===== src/rtl/multicycle_ctrl_pkg.sv =====
// Shared encodings for the multicycle RV32I control FSM: states, datapath mux codes, opcodes.
package multicycle_ctrl_pkg;

    typedef enum logic [2:0] {
        StFetch  = 3'd0,
        StDecode = 3'd1,
        StExec   = 3'd2,
        StMem    = 3'd3,
        StWb     = 3'd4,
        StTrap   = 3'd5
    } state_e;

    localparam logic [1:0] PcSelPlus4  = 2'd0;
    localparam logic [1:0] PcSelPcImm  = 2'd1;
    localparam logic [1:0] PcSelAluLsb = 2'd2;
    localparam logic [1:0] PcSelTrap   = 2'd3;

    localparam logic [1:0] AluASelRs1  = 2'd0;
    localparam logic [1:0] AluASelPc   = 2'd1;
    localparam logic [1:0] AluASelZero = 2'd2;

    localparam logic       AluBSelRs2  = 1'b0;
    localparam logic       AluBSelImm  = 1'b1;

    localparam logic [1:0] WbSelAlu    = 2'd0;
    localparam logic [1:0] WbSelLoad   = 2'd1;
    localparam logic [1:0] WbSelPc4    = 2'd2;

    localparam logic [6:0] OpR      = 7'b0110011;
    localparam logic [6:0] OpI      = 7'b0010011;
    localparam logic [6:0] OpLd     = 7'b0000011;
    localparam logic [6:0] OpS      = 7'b0100011;
    localparam logic [6:0] OpB      = 7'b1100011;
    localparam logic [6:0] OpJ      = 7'b1101111;
    localparam logic [6:0] OpJr     = 7'b1100111;
    localparam logic [6:0] OpU      = 7'b0110111;
    localparam logic [6:0] OpUpc    = 7'b0010111;
    localparam logic [6:0] OpFence  = 7'b0001111;
    localparam logic [6:0] OpSystem = 7'b1110011;

    // One bit per instruction class; at most one is set.
    typedef struct packed {
        logic r;
        logic i;
        logic ld;
        logic s;
        logic b;
        logic j;
        logic jr;
        logic u;
        logic upc;
        logic fence;
        logic sys;
    } op_class_t;

    function automatic logic [1:0] alu_a_sel(input op_class_t c);
        if (c.u)              return AluASelZero;
        if (c.upc || c.j)     return AluASelPc;
        return AluASelRs1;
    endfunction

    function automatic logic alu_b_sel(input op_class_t c);
        return (c.r || c.b) ? AluBSelRs2 : AluBSelImm;
    endfunction

endpackage


===== src/rtl/multicycle_ctrl_opdec.sv =====
// Combinational opcode classifier: one-hot instruction class plus a legal flag.
module multicycle_ctrl_opdec
    import multicycle_ctrl_pkg::*;
(
    input  logic [6:0] opcode,
    output op_class_t  op_class,
    output logic       legal
);

    always_comb begin
        op_class       = '0;
        op_class.r     = (opcode == OpR);
        op_class.i     = (opcode == OpI);
        op_class.ld    = (opcode == OpLd);
        op_class.s     = (opcode == OpS);
        op_class.b     = (opcode == OpB);
        op_class.j     = (opcode == OpJ);
        op_class.jr    = (opcode == OpJr);
        op_class.u     = (opcode == OpU);
        op_class.upc   = (opcode == OpUpc);
        op_class.fence = (opcode == OpFence);
        op_class.sys   = (opcode == OpSystem);
        legal          = |op_class;
    end

endmodule


===== src/rtl/multicycle_ctrl.sv =====
// Multicycle RV32I control FSM: FETCH/DECODE/EXEC/MEM/WB(/TRAP) over a shared datapath.
// Define ILLEGAL_TRAP_EN to route illegal opcodes to a one-cycle TRAP state.
module multicycle_ctrl
    import multicycle_ctrl_pkg::*;
#(
    parameter int unsigned RD_ZERO_GUARD = 1
) (
    input  logic        i_clk,
    input  logic        i_rst,
    input  logic [31:0] i_instr,
    input  logic        i_imem_ack,
    input  logic        i_dmem_ack,
    input  logic        i_br_taken,
    output logic        o_imem_req,
    output logic        o_ir_we,
    output logic        o_dmem_req,
    output logic        o_dmem_we,
    output logic        o_pc_we,
    output logic [1:0]  o_pc_sel,
    output logic [1:0]  o_alu_a_sel,
    output logic        o_alu_b_sel,
    output logic        o_reg_we,
    output logic [1:0]  o_wb_sel,
    output logic        o_retire,
    output logic        o_trap,
    output logic [2:0]  o_state
);

    op_class_t cls;
    logic      legal;
    state_e    state_q;
    logic      to_mem;
    logic      to_wb;
    logic      rd_is_zero;
    logic      unused_sig;

    multicycle_ctrl_opdec u_opdec (
        .opcode   (i_instr[6:0]),
        .op_class (cls),
        .legal    (legal)
    );

    assign to_mem     = cls.ld || cls.s;
    assign to_wb      = cls.r || cls.i || cls.u || cls.upc || cls.j || cls.jr;
    assign rd_is_zero = (i_instr[11:7] == 5'd0);
    assign unused_sig = ^{i_instr[31:12], legal, cls.fence, cls.sys};

    always_ff @(posedge i_clk) begin
        if (i_rst) begin
            state_q <= StFetch;
        end else begin
            case (state_q)
                StFetch:  if (i_imem_ack) state_q <= StDecode;
`ifdef ILLEGAL_TRAP_EN
                StDecode: state_q <= legal ? StExec : StTrap;
`else
                StDecode: state_q <= StExec;
`endif
                StExec: begin
                    if (to_mem)     state_q <= StMem;
                    else if (to_wb) state_q <= StWb;
                    else            state_q <= StFetch;
                end
                StMem:    if (i_dmem_ack) state_q <= cls.ld ? StWb : StFetch;
                default:  state_q <= StFetch;
            endcase
        end
    end

    // Reset forces every output low in the same cycle, so held requests drop immediately.
    always_comb begin
        o_imem_req  = 1'b0;
        o_ir_we     = 1'b0;
        o_dmem_req  = 1'b0;
        o_dmem_we   = 1'b0;
        o_pc_we     = 1'b0;
        o_pc_sel    = PcSelPlus4;
        o_alu_a_sel = AluASelRs1;
        o_alu_b_sel = AluBSelRs2;
        o_reg_we    = 1'b0;
        o_wb_sel    = WbSelAlu;
        o_retire    = 1'b0;
        o_trap      = 1'b0;
        o_state     = 3'd0;
        if (!i_rst) begin
            o_state = state_q;
            case (state_q)
                StFetch: begin
                    o_imem_req = 1'b1;
                    o_ir_we    = i_imem_ack;
                end
                StExec: begin
                    o_alu_a_sel = alu_a_sel(cls);
                    o_alu_b_sel = alu_b_sel(cls);
                    if (cls.b) begin
                        o_pc_we  = 1'b1;
                        o_pc_sel = i_br_taken ? PcSelPcImm : PcSelPlus4;
                        o_retire = 1'b1;
                    end else if (!to_mem && !to_wb) begin
                        o_pc_we  = 1'b1;
                        o_retire = 1'b1;
                    end
                end
                StMem: begin
                    o_alu_a_sel = alu_a_sel(cls);
                    o_alu_b_sel = alu_b_sel(cls);
                    o_dmem_req  = 1'b1;
                    o_dmem_we   = cls.s;
                    if (i_dmem_ack && cls.s) begin
                        o_pc_we  = 1'b1;
                        o_retire = 1'b1;
                    end
                end
                StWb: begin
                    o_alu_a_sel = alu_a_sel(cls);
                    o_alu_b_sel = alu_b_sel(cls);
                    o_reg_we    = !((RD_ZERO_GUARD != 0) && rd_is_zero);
                    o_pc_we     = 1'b1;
                    o_retire    = 1'b1;
                    if (cls.ld)                  o_wb_sel = WbSelLoad;
                    else if (cls.j || cls.jr)    o_wb_sel = WbSelPc4;
                    if (cls.j)                   o_pc_sel = PcSelPcImm;
                    else if (cls.jr)             o_pc_sel = PcSelAluLsb;
                end
`ifdef ILLEGAL_TRAP_EN
                StTrap: begin
                    o_trap   = 1'b1;
                    o_pc_we  = 1'b1;
                    o_pc_sel = PcSelTrap;
                end
`endif
                default: ;
            endcase
        end
    end

endmodule


===== config.mk =====
export PLATFORM = sky130hd
export DESIGN_NAME = multicycle_ctrl
export DESIGN_NICKNAME = d
export VERILOG_FILES = /design/src/rtl/multicycle_ctrl_pkg.sv /design/src/rtl/multicycle_ctrl_opdec.sv /design/src/rtl/multicycle_ctrl.sv
export SDC_FILE = /design/constraint.sdc
export NUM_CORES = 1
export LEC_CHECK = 0
export CAP_MARGIN = 30
export CELL_PAD_IN_SITES_DETAIL_PLACEMENT = 1
export CELL_PAD_IN_SITES_GLOBAL_PLACEMENT = 2
export CORE_ASPECT_RATIO = 2
export CORE_MARGIN = 4
export CORE_UTILIZATION = 10
export DETAILED_ROUTE_END_ITERATION = 10
export PLACE_DENSITY_LB_ADDON = 0.1
export SYNTH_ARGS = -nofsm -noshare
export SYNTH_HDL_FRONTEND = slang
export SYNTH_SLANG_ARGS = --single-unit

===== constraint.sdc =====
create_clock -name i_clk -period 2 [get_ports i_clk]
set_input_delay 0.4 -clock i_clk [delete_from_list [all_inputs] [get_ports i_clk]]
set_output_delay 0.4 -clock i_clk [all_outputs]
set_load 0.03 [all_outputs]

# ---- Yosys cells after proc, flatten, opt, wreduce, memory -nomap -nowiden
# Cells that the tools add are included.
dict set report word_totals {
  word_cells 96
  ff_bits 3
}
dict set report op_classes {
  muxes 62
  eq_ne 15
  n_reduce_logical 18
}
# op n
set op_table {}
lappend op_table {{$mux W1} 36}
lappend op_table {{$mux W2} 16}
lappend op_table {{$eq A7 B6 Y1 const B} 3}
lappend op_table {{$eq A7 B7 Y1 const B} 3}
lappend op_table {{$mux W3} 6}
lappend op_table {{$eq A7 B5 Y1 const B} 2}
lappend op_table {{$pmux W3 S4} 1}
lappend op_table {{$logic_or A1 B1 Y1} 9}
lappend op_table {{$eq A7 B2 Y1 const B} 1}
lappend op_table {{$eq A3 B2 Y1 const B} 2}
lappend op_table {{$pmux W2 S3} 1}
lappend op_table {{$logic_not A5 Y1} 1}
lappend op_table {{$ne A2 B2 Y1 const B} 2}
lappend op_table {{$pmux W2 S2} 1}
lappend op_table {{$eq A3 B1 Y1 const B} 1}
lappend op_table {{$eq A3 B3 Y1 const B} 1}
lappend op_table {{$logic_not A1 Y1} 3}
lappend op_table {{$logic_not A3 Y1} 1}
lappend op_table {{$pmux W1 S3} 1}
lappend op_table {{$reduce_or A3 Y1} 1}
lappend op_table {{$logic_and A1 B1 Y1} 2}
lappend op_table {{$reduce_and A2 Y1} 1}

# ---- Longest topological paths before layout
dict set report depth {
  ltp_word 12
  ltp_mapped 5
  mapped_depth_nobuf 4
}

# ---- Hierarchy
# Synthesis repeated with hierarchy kept, for this count alone.
dict set report unflattened {
  cells_unflattened 82
  area_unflattened_um2 576.8
}
# module n_inst cells_each seq_area_each_um2 area_each_um2
set by_module_without_submodules {}
lappend by_module_without_submodules {multicycle_ctrl 1 54 60.1 382.9}
lappend by_module_without_submodules {multicycle_ctrl_opdec 1 28 0.0 193.9}

# ---- Worst setup path before layout
# Ideal clock, no wire load.
dict set report synth_path {
  path_type {reg-to-output}
  from {register state_q[0]}
  to {output port o_ir_we}
  n_path_buf 1
  slack_ns -0.349
  arrival_time_ns 1.949
  path_stages_with_launch 4
  cell_sequence {dfxtp_1 > clkbuf_1 > nor4_1 > and2_1}
}
dict set report synth_via {
  elab_chain_cells 3
}
# item line_no
set synth_rtl {}
lappend synth_rtl {{from (decl)} multicycle_ctrl.sv:31} ;# state_e state_q;
lappend synth_rtl {{from (signal assigned)} multicycle_ctrl.sv:50} ;# state_q <= StFetch;
lappend synth_rtl {{from (signal assigned)} multicycle_ctrl.sv:53} ;# StFetch: if (i_imem_ack) state_q <= StDecode;
lappend synth_rtl {{from (signal assigned)} multicycle_ctrl.sv:57} ;# StDecode: state_q <= StExec;
lappend synth_rtl {{$logic_not A3 Y1} multicycle_ctrl.sv:87} ;# case (state_q)
lappend synth_rtl {{$mux W1} multicycle_ctrl.sv:87}
lappend synth_rtl {{$mux W1} multicycle_ctrl.sv:85} ;# if (!i_rst) begin
lappend synth_rtl {{to (decl)} multicycle_ctrl.sv:15} ;# output logic o_ir_we,
# No other way between the ends.

# ---- Worst setup path in the final report
dict set report layout_path {
  from {register state_q[1]}
  to {output port o_pc_sel[0]}
}
dict set report layout_via {
  elab_chain_cells 3
}
# item line_no
set layout_rtl {}
lappend layout_rtl {{$eq A3 B3 Y1 or $eq A3 B2 Y1 (tied branches)} multicycle_ctrl.sv:87}
lappend layout_rtl {{$pmux W2 S2 (*)} multicycle_ctrl.sv:87}
lappend layout_rtl {{$mux W2 (*)} multicycle_ctrl.sv:85}
lappend layout_rtl {{to (decl)} multicycle_ctrl.sv:19} ;# output logic [1:0] o_pc_sel,
# Mark *: on every way between the ends. The rest lies on a longest branch, timed or not.

==> metrics.md <==
| Metric | Value |
|---|---|
| Area Growth Syn to Fin | 180% |
| Crit path launch type | flop |
| Most common cell in the synthesized netlist | nor2_1 |
| N_diodes | 0 |
| Vias in the first global route | 831 |
| Leak pwr | 0.564 nW |
| Synth Flop Type | dfxtp_1 |
| Synth Net Count | 101 |
| Max-Cap Viols | 0 |
| Worst min-delay path class | reg2reg |
| Fraction of layout cells with a size suffix above 1 | 0.618 |
| CP Max Fanout | 4 |
| Synth Register Bits | 3 |
| Cell area after layout | 0.00121 sq mm |
| Final min period | 2.03 ns |
| Total Neg Setup Slack | -0.0484 ns |
| Final Skew | 0.0000188 ns |
| IO Count | 55 |
| Placed Area | 0.00101 sq mm |
| Max reg flops | 3 |
| Pwr dens | 337 mW/mm^2 |
| Setup Viol. Count Final | 3 |
| Later-pin clock latency in the skew report | 0.21 ns |
| Sw Pwr | 0.000120 W |
| Initial DRT Pass Iterations | 2 |
| Cells on worst reg2reg path | 4 |
| Max Slew Vio Count | 0 |
| Hold Crit Depth | 2 |
| Top-area cell type share of the netlist area | 0.139 |
| Largest reg by FF count | state_q |
| Status | finished, violations left |
| Chip width | 54.5 microns |
| Max Fclk | 492 MHz |
| Fillcell total | 519 |
| Vias | 746 |
| Cell area after synthesis | 432 sq um |
| Drt initial violations | 4 |
| H-tree depth | 1 |
| Gate Count Post-Synth | 64 |
| Gpl congestion | 0.734 |
| CTS buffer count | 3 |
| Total grt overflow | 0 |
| Post-Route WL | 2540 microns |
| Fin crit share | 1.02 |
| DRT antenna net count | 0 |
| Registers with the most flip-flops | state_q (3) |
| Combinational Power Share | 0.411 |
| Initial Util | 0.105 |
| Clock power frac | 0.423 |
| Worst endpoint data arrival time | 1.63 ns |
| Post-DP HPWL | 2180 microns |
| Number of enable flip-flop cells after synthesis | 0 |
| Area leader, netlist | dfxtp_1 |
| Largest net degree at the start of global routing | 7 |
| Initial antenna violation count | 0 |
| TritonCTS clock tree | built |
| Clock-pin slew on the worst setup and hold paths | 0.03 ns |
| Setup ws final | -0.0332 ns |
| Top cells by count, synth | nor2_1, inv_1, nor3_1 |
| Worst setup EP type | output pin |
| Max IR drop VDD | 0.000283 V |
| Pint | 0.000288 W |
| Die area | 0.00550 sq mm |
| Share of the yosys chip area belonging to registers | 0.139 |
| Ys Warns | 0 |
| Via/cell ratio | 4.08 |
| Dominant cells by area after synthesis | dfxtp_1, nor2_1, nor3_1 |
| Part of the power in registers | 0.166 |
| Core area | 0.00413 sq mm |
| Synth unique cells | 32 |
| Nets@finish | 169 |
| TritonCTS Sinks | 3 |
| WL per Instance | 13.9 microns |
| RSZ-0062 raised after global routing | true |
| Violated checks | negative setup slack |
| Critical Setup Path Class | reg2out |
| Mean Syn Cell Area | 6.74 sq um |
| Clk buf depth | 2 |
| Required time of the critical path | 1.60 ns |
| # DRC | 0 |
| Input/output buffers | 33 |
| First-pass GRT wire length | 3910 microns |
| Post-synth ARST share | 0 |
| GR Util All Layers | 0.0960 |
| # rows | 33 |
| Vert. Die Dim | 101 microns |
| Final hold violations | 0 |
| Root buffer cell | clkbuf_8 |
| Sw frac | 0.295 |
[cells in the final DEF (no fill, tap or decap), types with 3 or more instances in the layout]
cell / Yosys / final
buf_6: 0 / 11
inv_1: 4 / 4
clkbuf_2: 0 / 3
nor2b_1: 3 / 3
clkdlybuf4s50_1: 0 / 8
and2_1: 3 / 3
buf_2: 0 / 3
nand2_1: 3 / 3
buf_4: 2 / 37
clkbuf_8: 0 / 3
dfxtp_2: 0 / 3
nor2_1: 9 / 6
[metrics by stage]
stage	worst slack (ns)	power [W]	instances	utilization	hold slack (ns)
after detailed placement	-0.357	0.000227	172	0.246	0.688
after CTS	-0.0782	0.000411	181	0.279	0.672
after global routing	-0.0826	0.000436	183	0.293	0.700
after floorplan	-0.0880	0.000124	64	-	0.552
final	-0.0332	0.000408	183	0.293	0.662
after global placement	-0.358	0.000226	172	0.246	0.684
[worst max-delay path: stages (launching register included)]
cell	delay (ns)
dfxtp_2	0.31
or3b_4	0.41
or2_4	0.28
nor2_2	0.09
o2111a_1	0.19
buf_6	0.13
[repair_timing]
item | in CTS | in global routing
cloned | 0 | 0
gates resized for setup | 36 | 20
hold buffers | 0 | 0
setup endpoints to repair | 11 | 9
setup buffers | 5 | 2
pin swaps | 12 | 10
[per-layer routing]
metal,wire length (microns),share of wire,GRT usage
met2,1550,0.61,0.199
met3,164,0.064,0.0163
met1,829,0.33,0.0894
met5,0,0,0
met4,0,0,0.0173
[final timing paths]
check / startpoint / endpoint / slack, ns
worst min register to register: state_q[0] / state_q[1] / 0.66
worst max-delay path: state_q[1] / o_pc_sel[0] / -0.03
worst max register to register: state_q[1] / state_q[0] / 0.91
worst min-delay path: state_q[0] / state_q[1] / 0.66
[area by class of cell]
| class | count | area [sq um] | area share |
|---|---|---|---|
| well taps | 52 | 65.1 | 0.0538 |
| flip-flops and latches | 3 | 63.8 | 0.0527 |
| clock buffers | 4 | 45.0 | 0.0372 |
| inverters | 4 | 15.0 | 0.0124 |
| repair buffers | 66 | 572 | 0.473 |
| multi-input cells | 54 | 449 | 0.371 |
[cells by family after synthesis]
logic type                after synthesis  share of synthesized area
and+or+nand+nor                        40                      0.557
xor gates and xnor gates                1                     0.0203
other                                   1                    0.00869
AOI/OAI and AO/OA                      12                      0.197
buffers and inverters                   7                     0.0782
DFF                                     3                      0.139
[power groups by stage]
stage	logic, W	clock network (W)	registers [W]
floorplan	0.0000559	0	0.0000676
global placement	0.000158	0	0.0000676
detailed placement	0.000159	0	0.0000676
CTS	0.000165	0.000179	0.0000675
global route	0.000182	0.000186	0.0000684
finish	0.000168	0.000172	0.0000678
No activity file was read; power rests on OpenSTA's default activity.
